===== config.mk =====
export PLATFORM = sky130hd
export DESIGN_NAME = bin_to_bcd
export DESIGN_NICKNAME = d
export VERILOG_FILES = /design/src/rtl/bin_to_bcd.sv
export SDC_FILE = /design/constraint.sdc
export NUM_CORES = 1
export LEC_CHECK = 0
export CAP_MARGIN = 25
export CORE_MARGIN = 3
export CORE_UTILIZATION = 30
export CTS_BUF_LIST = sky130_fd_sc_hd__clkbuf_8
export CTS_CLUSTER_SIZE = 28
export DETAILED_ROUTE_END_ITERATION = 6
export PLACE_DENSITY = 0.51
export SYNTH_ARGS = -nofsm -noshare
export SYNTH_HDL_FRONTEND = slang
export SYNTH_SLANG_ARGS = --single-unit

===== constraint.sdc =====
create_clock -name clk -period 3.1 [get_ports clk]
set_clock_uncertainty 0.05 [all_clocks]
set_input_delay 0.31 -clock clk [delete_from_list [all_inputs] [get_ports clk]]
set_output_delay 0.31 -clock clk [all_outputs]
set_load 0.01 [all_outputs]

===== src/rtl/bin_to_bcd.sv =====
// Sequential binary-to-packed-BCD converter using shift-and-add-3, one input bit per clock.
// A start pulse in IDLE launches a conversion; done pulses once when the registered outputs update.
module bin_to_bcd #(
    parameter int WIDTH  = 8,
    parameter int DIGITS = 3
) (
    input  logic                             clk,
    input  logic                             rst_n,
    input  logic                             start,
    input  logic [WIDTH-1:0]                 bin_in,
    output logic                             busy,
    output logic                             done,
    output logic [4*DIGITS-1:0]              bcd_out,
    output logic [$clog2(DIGITS+1)-1:0]      ndigits,
    output logic                             ovf
);

    localparam int BW = 4 * DIGITS;
    localparam int CW = $clog2(WIDTH + 1);
    localparam int NW = $clog2(DIGITS + 1);

    // The FINISH step happens on the last SHIFT edge, so only two encoded states remain.
    typedef enum logic {
        ST_IDLE  = 1'b0,
        ST_SHIFT = 1'b1
    } state_t;

    state_t          state_q, state_d;
    logic [CW-1:0]   cnt_q, cnt_d;
    logic [WIDTH-1:0] bin_q, bin_d;
    logic [BW-1:0]   bcd_q, bcd_d;
    logic            cy_q, cy_d;
    logic            done_q, done_d;
    logic [BW-1:0]   bcd_out_q, bcd_out_d;
    logic [NW-1:0]   nd_q, nd_d;
    logic            ovf_q, ovf_d;

    logic [BW-1:0]   adj;
    logic [BW-1:0]   bcd_sh;
    logic            cout;
    logic [NW-1:0]   nd_sh;

    // Per-digit +3 correction, then the combined {bcd, bin} left shift.
    always_comb begin
        adj = bcd_q;
        for (int i = 0; i < DIGITS; i++) begin
            adj[4*i +: 4] = bcd_q[4*i +: 4] + ((bcd_q[4*i +: 4] >= 4'd5) ? 4'd3 : 4'd0);
        end
        bcd_sh = {adj[BW-2:0], bin_q[WIDTH-1]};
        cout   = adj[BW-1];
        nd_sh  = NW'(1);
        for (int i = 1; i < DIGITS; i++) begin
            if (bcd_sh[4*i +: 4] != 4'd0) begin
                nd_sh = NW'(i + 1);
            end
        end
    end

    always_comb begin
        state_d   = state_q;
        cnt_d     = cnt_q;
        bin_d     = bin_q;
        bcd_d     = bcd_q;
        cy_d      = cy_q;
        done_d    = 1'b0;
        bcd_out_d = bcd_out_q;
        nd_d      = nd_q;
        ovf_d     = ovf_q;
        case (state_q)
            ST_IDLE: begin
                if (start) begin
                    state_d = ST_SHIFT;
                    bin_d   = bin_in;
                    bcd_d   = '0;
                    cy_d    = 1'b0;
                    cnt_d   = '0;
                end
            end
            ST_SHIFT: begin
                bcd_d = bcd_sh;
                bin_d = bin_q << 1;
                cy_d  = cy_q | cout;
                cnt_d = cnt_q + 1'b1;
                if (cnt_q == CW'(WIDTH - 1)) begin
                    state_d   = ST_IDLE;
                    cnt_d     = '0;
                    done_d    = 1'b1;
                    bcd_out_d = bcd_sh;
                    ovf_d     = cy_q | cout;
                    nd_d      = nd_sh;
                end
            end
            default: state_d = ST_IDLE;
        endcase
    end

    always_ff @(posedge clk or negedge rst_n) begin
        if (!rst_n) begin
            state_q   <= ST_IDLE;
            cnt_q     <= '0;
            bin_q     <= '0;
            bcd_q     <= '0;
            cy_q      <= 1'b0;
            done_q    <= 1'b0;
            bcd_out_q <= '0;
            nd_q      <= NW'(1);
            ovf_q     <= 1'b0;
        end else begin
            state_q   <= state_d;
            cnt_q     <= cnt_d;
            bin_q     <= bin_d;
            bcd_q     <= bcd_d;
            cy_q      <= cy_d;
            done_q    <= done_d;
            bcd_out_q <= bcd_out_d;
            nd_q      <= nd_d;
            ovf_q     <= ovf_d;
        end
    end

    assign busy    = (state_q == ST_SHIFT);
    assign done    = done_q;
    assign bcd_out = bcd_out_q;
    assign ndigits = nd_q;
    assign ovf     = ovf_q;

endmodule


=== Yosys cells after proc, flatten, opt, wreduce, memory -nomap -nowiden ===
Index checks and enable logic that the tools add are counted.

* Add/subtract/negate cells: 4
* Order comparisons: 3
* Eq/ne operators: 2
* Mux-type cells: 19
* Bitwise logic cells: 2
* Reductions and logical operators: 3

{| class="wikitable"
|+ Operators with widths
! kind !! number
|-
| 12-bit one-hot mux with 2 select lines || 1
|-
| 8-bit one-hot mux with 2 select lines || 1
|-
| 4-bit by 2-bit adder with 4-bit output || 3
|-
| 4-bit by 3-bit >= comparator with 1-bit output, second input constant || 3
|-
| 12-bit two-way mux || 1
|-
| 2-bit two-way mux || 5
|-
| 4-bit two-way mux || 2
|-
| 8-bit two-way mux || 1
|-
| 4-bit one-hot mux with 2 select lines || 1
|-
| 4-bit nonzero test || 2
|-
| 1-bit two-way mux || 5
|-
| 4-bit by 1-bit adder with 4-bit output, second input constant || 1
|-
| 4-bit by 3-bit == test with 1-bit output, second input constant || 1
|-
| 1-bit one-hot mux with 2 select lines || 2
|-
| 2-bit inequality test, second input constant || 1
|-
| 2-bit AND reduction || 1
|-
| 1-bit NOT || 1
|-
| 1-bit OR || 1
|}

* Register bits: 42
* Input bits: 11
* Output and inout port bits: 17
* Logic and storage cells: 42

=== Longest topological paths before layout ===
Gate-level depths: netlist of the first run.

* Depth in word-level cells: 6
* Depth in mapped cells: 8
* Gate-level depth less buffers: 8

=== Least setup slack after synthesis of the first run ===
No wires, ideal clock.

* Kind: reg2reg
* Start point: register bcd_q[9]
* End point: register nd_q[1] (netlist: ndigits[1])
* Setup time: 126 ps
* Arrival time: 2,166 ps
* Data required time: 2,924 ps
* Setup slack: 758 ps
* Cell stages (with the launch flop): 7
* Path buffers: 0
* Clock period less this slack: 2,342 ps
* Path through: dfrtp_1 > o21ai_0 > nand2b_1 > ha_1 > fa_1 > or4_4 > o32a_1

* Word-level cells in the longest chain between the ends: 5

{| class="wikitable"
|+ RTL lines
! item !! line !! source
|-
| from (decl) || 31 || <nowiki>logic [BW-1:0] bcd_q, bcd_d;</nowiki>
|-
| from (signal assigned) || 102 || <nowiki>bcd_q <= '0;</nowiki>
|-
| from (signal assigned) || 112 || <nowiki>bcd_q <= bcd_d;</nowiki>
|-
| 4-bit by 3-bit >= comparator with 1-bit output || 47 || <nowiki>adj[4*i +: 4] = bcd_q[4*i +: 4] + ((bcd_q[4*i +: 4] >= 4'd5) ? 4'd3 : 4'd0);</nowiki>
|-
| 2-bit two-way mux || 47 ||
|-
| 4-bit by 2-bit adder with 4-bit output (*) || 47 ||
|-
| named net adj[9] || 38 || <nowiki>logic [BW-1:0] adj;</nowiki>
|-
| 4-bit nonzero test (*) || 53 || <nowiki>if (bcd_sh[4*i +: 4] != 4'd0) begin</nowiki>
|-
| 2-bit two-way mux (*) || 53 ||
|-
| to (signal assigned) || 116 || <nowiki>nd_q <= nd_d;</nowiki>
|-
| to (decl) || 35 || <nowiki>logic [NW-1:0] nd_q, nd_d;</nowiki>
|}

The timed path passes the listed nets; every way through them passes the cells marked *.
A chain may end at the register's enable or synchronous reset.

=== Worst setup path in the final report of the first run ===
Ends and elaborated chain as after synthesis.

==> results of run 1 <==
cells in the final DEF, fill, tap and decap left out:
cell / n
sky130_fd_sc_hd__xnor2_1: 2
sky130_fd_sc_hd__nand2b_1: 4
sky130_fd_sc_hd__nor2_1: 13
sky130_fd_sc_hd__o2bb2ai_1: 1
sky130_fd_sc_hd__a31oi_1: 1
sky130_fd_sc_hd__clkinv_1: 1
sky130_fd_sc_hd__dlygate4sd3_1: 1
sky130_fd_sc_hd__nand4b_4: 1
sky130_fd_sc_hd__or4_4: 1
sky130_fd_sc_hd__nor2b_1: 2
sky130_fd_sc_hd__o31ai_1: 1
sky130_fd_sc_hd__dfstp_2: 1
sky130_fd_sc_hd__a21o_1: 2
sky130_fd_sc_hd__fa_1: 3
sky130_fd_sc_hd__ha_1: 7
sky130_fd_sc_hd__clkbuf_8: 6
sky130_fd_sc_hd__a22o_1: 1
sky130_fd_sc_hd__a31o_2: 3
sky130_fd_sc_hd__a32oi_1: 1
sky130_fd_sc_hd__o41ai_1: 1
sky130_fd_sc_hd__a21oi_1: 5
sky130_fd_sc_hd__a21boi_0: 1
sky130_fd_sc_hd__o32a_1: 1
sky130_fd_sc_hd__buf_4: 2
sky130_fd_sc_hd__nand3_1: 3
sky130_fd_sc_hd__nand2_1: 53
sky130_fd_sc_hd__buf_12: 1
sky130_fd_sc_hd__buf_2: 1
sky130_fd_sc_hd__inv_1: 8
sky130_fd_sc_hd__mux2i_1: 8
sky130_fd_sc_hd__xor2_1: 2
sky130_fd_sc_hd__nand4b_1: 1
sky130_fd_sc_hd__clkdlybuf4s50_1: 26
sky130_fd_sc_hd__o22ai_1: 1
sky130_fd_sc_hd__dfrtp_1: 41
sky130_fd_sc_hd__o21ai_0: 25
what timing repair did:
item	in CTS	in global routing
buffers inserted	0	0
hold endpoints to repair	0	10
hold buffers	0	1
path summary, 6_finish.rpt:
| kind | start | end | slack (ns) | cells past startpoint |
|---|---|---|---|---|
| setup / recovery | bcd_q[9]$_DFFE_PN0P_ | ndigits[1]$_DFFE_PN0P_ | 0.63 | 6 |
| hold / removal | rst_n | bin_q[3]$_DFFE_PN0P_ | 0.37 | 2 |
| setup reg to reg | bcd_q[9]$_DFFE_PN0P_ | ndigits[1]$_DFFE_PN0P_ | 0.63 | 6 |
| hold reg to reg | bcd_out[1]$_DFFE_PN0P_ | bcd_out[1]$_DFFE_PN0P_ | 0.42 | 2 |
| max in group asynchronous | rst_n | ndigits[0]$_DFFE_PN1P_ | 2.10 | 3 |
| min in group clk | bcd_out[1]$_DFFE_PN0P_ | bcd_out[1]$_DFFE_PN0P_ | 0.42 | 2 |
per-stage QoR:
stage          cells   util  setup WS (ns)  instance area (sq um)
5_1_grt          309  0.383          0.512                   2450
2_1_floorplan    202      -          0.758                   1990
3_5_place_dp     299  0.364          0.649                   2330
4_1_cts          307  0.378          0.624                   2420
6_report         309  0.383          0.634                   2450
3_3_place_gp     299  0.364          0.721                   2330
cell families after synthesis:
kind of cell / count (synthesis) / synth area share
flops: 42 / 0.530
simple gates: 78 / 0.173
xor+xnor: 4 / 0.0176
compound gates: 44 / 0.133
mux: 8 / 0.0403
buf+inv: 16 / 0.0315
fa+ha+maj: 10 / 0.0744
flip-flops by register name, summed over array words and instances, names as in the netlist:
name / cells
bcd_out: 12
done: 1
busy: 1
cy_q: 1
cnt_q: 4
ndigits: 2
bcd_q: 12
ovf: 1
bin_q: 8
power groups by stage:
stage          sequential, mW  combinational, mW  clock (mW)
6_report                0.977               1.33       0.358
5_1_grt                  1.02               1.54       0.398
4_1_cts                 0.981               1.35       0.379
3_5_place_dp            0.992               1.34           0
3_3_place_gp            0.990               1.32           0
2_1_floorplan           0.995              0.891           0
area by class of cell:
type | count | area (sq um)
clock buffers | 6 | 82.6
multi-input cells | 144 | 871
well taps | 77 | 96.3
clock inverters | 2 | 7.51
flip-flops and latches | 42 | 1050
inverters | 7 | 26.3
fillers | 651 | 3940
repair buffers | 31 | 310
metal layers:
layer,vias up,global-route usage,part of all wire
met4,0,0.0209,0.0030
li1,733,-,-
met5,-,0,0
met1,691,0.167,0.53
met3,2,0.0284,0.036
met2,26,0.177,0.43
==> qor.txt, run 1 <==
asr flop ratio synth -> 1.00
core area -> 6390 sq um
number of buffers and inverters on the critical path -> 0
Rows -> 29
total congestion overflow -> 0
Initial DRC Count -> 82
critical path launch point type -> flip-flop
most numerous cell in the Yosys netlist -> sky130_fd_sc_hd__nand2_1
IO Port Bufs -> 27
ANT nets after route -> 0
clock tree from TritonCTS -> built
highest clock frequency the design can meet -> 405 MHz
cell with the largest stage delay on the worst path -> sky130_fd_sc_hd__or4_4
fin crit share -> 0.796
dominant synthesized flop cell -> sky130_fd_sc_hd__dfrtp_1
Via-to-Cell Ratio -> 4.70
critical path data arrival time -> 2.59 ns
portion of the post-synthesis area used by sequential elements -> 0.530
switching part of the total power -> 0.397
number of max-cap violations -> 0
Final min period -> 2.47 ns
total power per unit cell area -> 1090 nW/um^2
initial standard-cell utilization of the core -> 0.311
Hold Crit Class -> input pin to async pin
Max stage delay on crit path -> 0.55 ns
hold slack -> 0.373 ns
worst slew slack as a fraction of its limit -> 0.574
insertion delay to the later sink of the worst-skew pair -> 0.28 ns
Die Span X -> 87.4 microns
CTS H-tree depth -> 2
portion of synthesized cell area occupied by the leading cell type -> 0.517
critical path class -> flip-flop to flip-flop
Avg Cell Area, Syn -> 9.83 sq um
number of antenna violations at the first check in global routing -> 0
pin count of the biggest net entering global routing -> 43
Top Family by Delay on Critical Path -> adder cells
worst-margin pin slew -> 0.637 ns
peak ir drop on the vdd network -> 0.000378 V
detailed-route wire length per cell -> 13.0 microns
DR pass1 iterations -> 4
total via count in the routed design -> 1,452
RSZ-0062 raised after global routing -> false
clock network power share -> 0.134
gp weighted congestion -> 0.762
fraction of power consumed by combinational cells -> 0.499
leading cell types by total area after synthesis -> sky130_fd_sc_hd__dfrtp_1 52%, sky130_fd_sc_hd__nand2_1 10%, sky130_fd_sc_hd__o21ai_0 6.3%, sky130_fd_sc_hd__ha_1 4.4%, sky130_fd_sc_hd__mux2i_1 4.0%
HPWL after detailed placement -> 2680 microns
Final Hold Vio Count -> 0
number of global-route vias before repair -> 1,475
static leakage -> 1.14 nW
die height -> 87.4 microns
library cells used by synthesis -> 33
Critical Path Sink Type -> flip-flop
sequential group share of total power -> 0.367
Netlist Area Pre-Place -> 1990 sq um
leading cell types by count after synthesis -> 53 x sky130_fd_sc_hd__nand2_1, 41 x sky130_fd_sc_hd__dfrtp_1, 25 x sky130_fd_sc_hd__o21ai_0
CP Max Fanout -> 4
list of cells traversed by the critical path -> o21ai_0, nand2b_1, ha_1, fa_1, or4_4, o32a_1
number of clock sinks seen by CTS -> 42
post-synthesis register bit count -> 42
fraction of final layout cells with drive strength greater than 1 -> 0.0690
Total Die Area -> 7630 sq um
accumulated negative setup slack -> 0 ns
sum of routed wire length over all layers -> 4010 microns
Mapped Nets -> 223
cell taking the most area after synthesis -> sky130_fd_sc_hd__dfrtp_1
net count of the finished layout -> 252
clk buf depth -> 2
Final Setup Violations -> 0
Clock Root Buffer -> sky130_fd_sc_hd__clkbuf_8
CTS clock-pin slew for the worst setup and hold paths -> 0.08 ns
# IOs -> 28
count of instances resized after the clock tree is built -> 0
WP data required -> 3.22 ns
number of buffers added by the clock tree synthesis step -> 5
number of enable flip-flop cells after synthesis -> 0
GRT Resource Usage Total -> 0.115
wire length of the first global-routing pass -> 7020 microns
gate count of the mapped netlist -> 202
power dissipated by switching net loads -> 1.06 mW
number of antenna cells inserted -> 0
Synth Warn # -> 0
final count of pins violating max slew -> 0
Pint -> 1.61 mW
outcome -> finished, final reports clean
final total power -> 2.67 mW
residual DRC count -> 0
Synth-to-Final Area Change -> 23.2%
No activity file was read; power rests on OpenSTA's default activity.
==> run 2, diff against run 1 <==
Clock period 3.1 ns to 2.3 ns, I/O delays scaled along.
==> run 2 against run 1 <==
- clock power increased by 54%
- sequential cell count unchanged
- final cell count increased by 3.2%
- cell area increased by 3.5%
- sequential power increased by 34%
- core utilization increased by 1.4 points
- combinational power increased by 50%
- register-to-register slack got worse by 0.58 ns
- critical path type unchanged
- critical endpoint unchanged
==> qor.txt, run 2 (same netlist as run 1, synthesis figures left out) <==
Pint -> 2.37 mW
number of antenna violations at the first check in global routing -> 0
fin crit share -> 0.977
fraction of final layout cells with drive strength greater than 1 -> 0.124
clk buf depth -> 2
CTS H-tree depth -> 2
Synth-to-Final Area Change -> 27.5%
power dissipated by switching net loads -> 1.48 mW
commonest cells after routing, fill and taps aside -> 53 x sky130_fd_sc_hd__nand2_1, 40 x sky130_fd_sc_hd__dfrtp_1, 26 x sky130_fd_sc_hd__clkdlybuf4s50_1
# IOs -> 28
wire length of the first global-routing pass -> 7420 microns
most frequent standard cell in the layout excluding fill and tap cells -> sky130_fd_sc_hd__nand2_1
ANT nets after route -> 0
critical path launch point type -> flip-flop
total via count in the routed design -> 1,515
sum of routed wire length over all layers -> 4160 microns
CTS clock-pin slew for the worst setup and hold paths -> 0.08 ns
total congestion overflow -> 0
outcome -> finished, final reports clean
Via-to-Cell Ratio -> 4.75
Final Setup Violations -> 0
number of cells on the worst reg-to-reg path -> 6
cell with the largest stage delay on the worst path -> sky130_fd_sc_hd__or4_4
WP data required -> 2.42 ns
min setup slack post-route -> 0.0534 ns
Die Span X -> 87.4 microns
number of global-route vias before repair -> 1,474
number of antenna cells inserted -> 0
fraction of power consumed by combinational cells -> 0.517
critical path data arrival time -> 2.37 ns
IO Port Bufs -> 27
DR pass1 iterations -> 6
number of buffers added by the clock tree synthesis step -> 5
Max stage delay on crit path -> 0.55 ns
total power per unit cell area -> 1520 nW/um^2
Clock Root Buffer -> sky130_fd_sc_hd__clkbuf_8
die height -> 87.4 microns
switching part of the total power -> 0.384
GRT Resource Usage Total -> 0.126
clock network power share -> 0.144
accumulated negative setup slack -> 0 ns
initial standard-cell utilization of the core -> 0.311
CP Max Fanout -> 3
list of cells traversed by the critical path -> o21ai_1, nand2b_1, ha_2, fa_1, or4_4, o32a_1
core area -> 6390 sq um
gp weighted congestion -> 0.835
Hold Crit Class -> input pin to async pin
Setup WS pre-CTS -> 0.0299 ns
Top Family by Delay on Critical Path -> simple AND/OR/NAND/NOR gates
endpoint of the worst register-to-register path -> ndigits[1]$_DFFE_PN0P_
static leakage -> 1.18 nW
highest clock frequency the design can meet -> 445 MHz
number of max-cap violations -> 0
sequential group share of total power -> 0.340
Critical R2R Launch -> bcd_q[8]$_DFFE_PN0P_
Register-to-Register Setup Slack -> 0.05 ns
pin count of the biggest net entering global routing -> 33
number of clock sinks seen by CTS -> 42
Final Hold Vio Count -> 0
peak ir drop on the vdd network -> 0.000523 V
Initial DRC Count -> 68
worst-margin pin slew -> 0.503 ns
net count of the finished layout -> 262
critical path class -> flip-flop to flip-flop
insertion delay to the later sink of the worst-skew pair -> 0.29 ns
HPWL after detailed placement -> 3000 microns
Total Die Area -> 7630 sq um
detailed-route wire length per cell -> 13.0 microns
utilization after layout -> 0.397
Critical Path Sink Type -> flip-flop
Final min period -> 2.25 ns
Rows -> 29
hold slack -> 0.340 ns
residual DRC count -> 0
number of buffers and inverters on the critical path -> 0
final count of pins violating max slew -> 0
RSZ-0062 raised after global routing -> true
worst slew slack as a fraction of its limit -> 0.664
clock tree from TritonCTS -> built
-- run 2: cell types whose count changed in the layout (fill, tap and decap cells not counted), sizes merged --
cell / change
buf: +10
clkbuf: +2
inv: -2
-- run 2: how the worst max path moves through the flow --
stage	start	to	slack, ns	cells after the start
final	bcd_q[8]$_DFFE_PN0P_	ndigits[1]$_DFFE_PN0P_	0.05	6
after global routing	bcd_q[8]$_DFFE_PN0P_	ndigits[1]$_DFFE_PN0P_	-0.06	6
after CTS	bcd_q[8]$_DFFE_PN0P_	ndigits[1]$_DFFE_PN0P_	0.01	6
after detailed placement	bcd_q[8]$_DFFE_PN0P_	ndigits[1]$_DFFE_PN0P_	0.03	6
after global placement	bcd_q[8]$_DFFE_PN0P_	ndigits[1]$_DFFE_PN0P_	0.06	6
after floorplan	bcd_q[9]$_DFFE_PN0P_	ndigits[1]$_DFFE_PN0P_	0.008	6
-- run 2: per-layer routing --
layer,vias up,part of all wire,global-route usage
met5,-,0,0
met4,0,0.0082,0.0335
met3,4,0.043,0.0397
met2,29,0.42,0.184
met1,719,0.53,0.179
li1,763,-,-
-- run 2: repair_timing --
action	4_1_cts	5_1_grt
hold buffers	1	0
gates resized for setup	0	1
setup buffers	0	1
hold endpoints to repair	15	0
endpoints found under the setup margin	0	1
-- run 2: layout make-up --
type	count	area, sq um
inverter	7	26.3
clock buffer	8	110
tap	77	96.3
timing repair buffer	41	373
sequential	42	1050
multi-input combinational	144	873
fill	646	3850
-- run 2: per-stage QoR --
stage                     cell area, sq um  power (mW)  cells
after floorplan                       1990        2.55    202
after CTS                             2520        3.89    318
final                                 2530        3.85    319
after global placement                2400        3.30    309
after global routing                  2530        4.27    319
after detailed placement              2400        3.32    309
-- run 2: power groups by stage --
stage / combinational [mW] / sequential, mW / clock, mW
6_report: 1.99 / 1.31 / 0.552
5_1_grt: 2.30 / 1.36 / 0.613
4_1_cts: 2.00 / 1.31 / 0.579
3_5_place_dp: 2.00 / 1.32 / 0
3_3_place_gp: 1.98 / 1.32 / 0
2_1_floorplan: 1.20 / 1.34 / 0
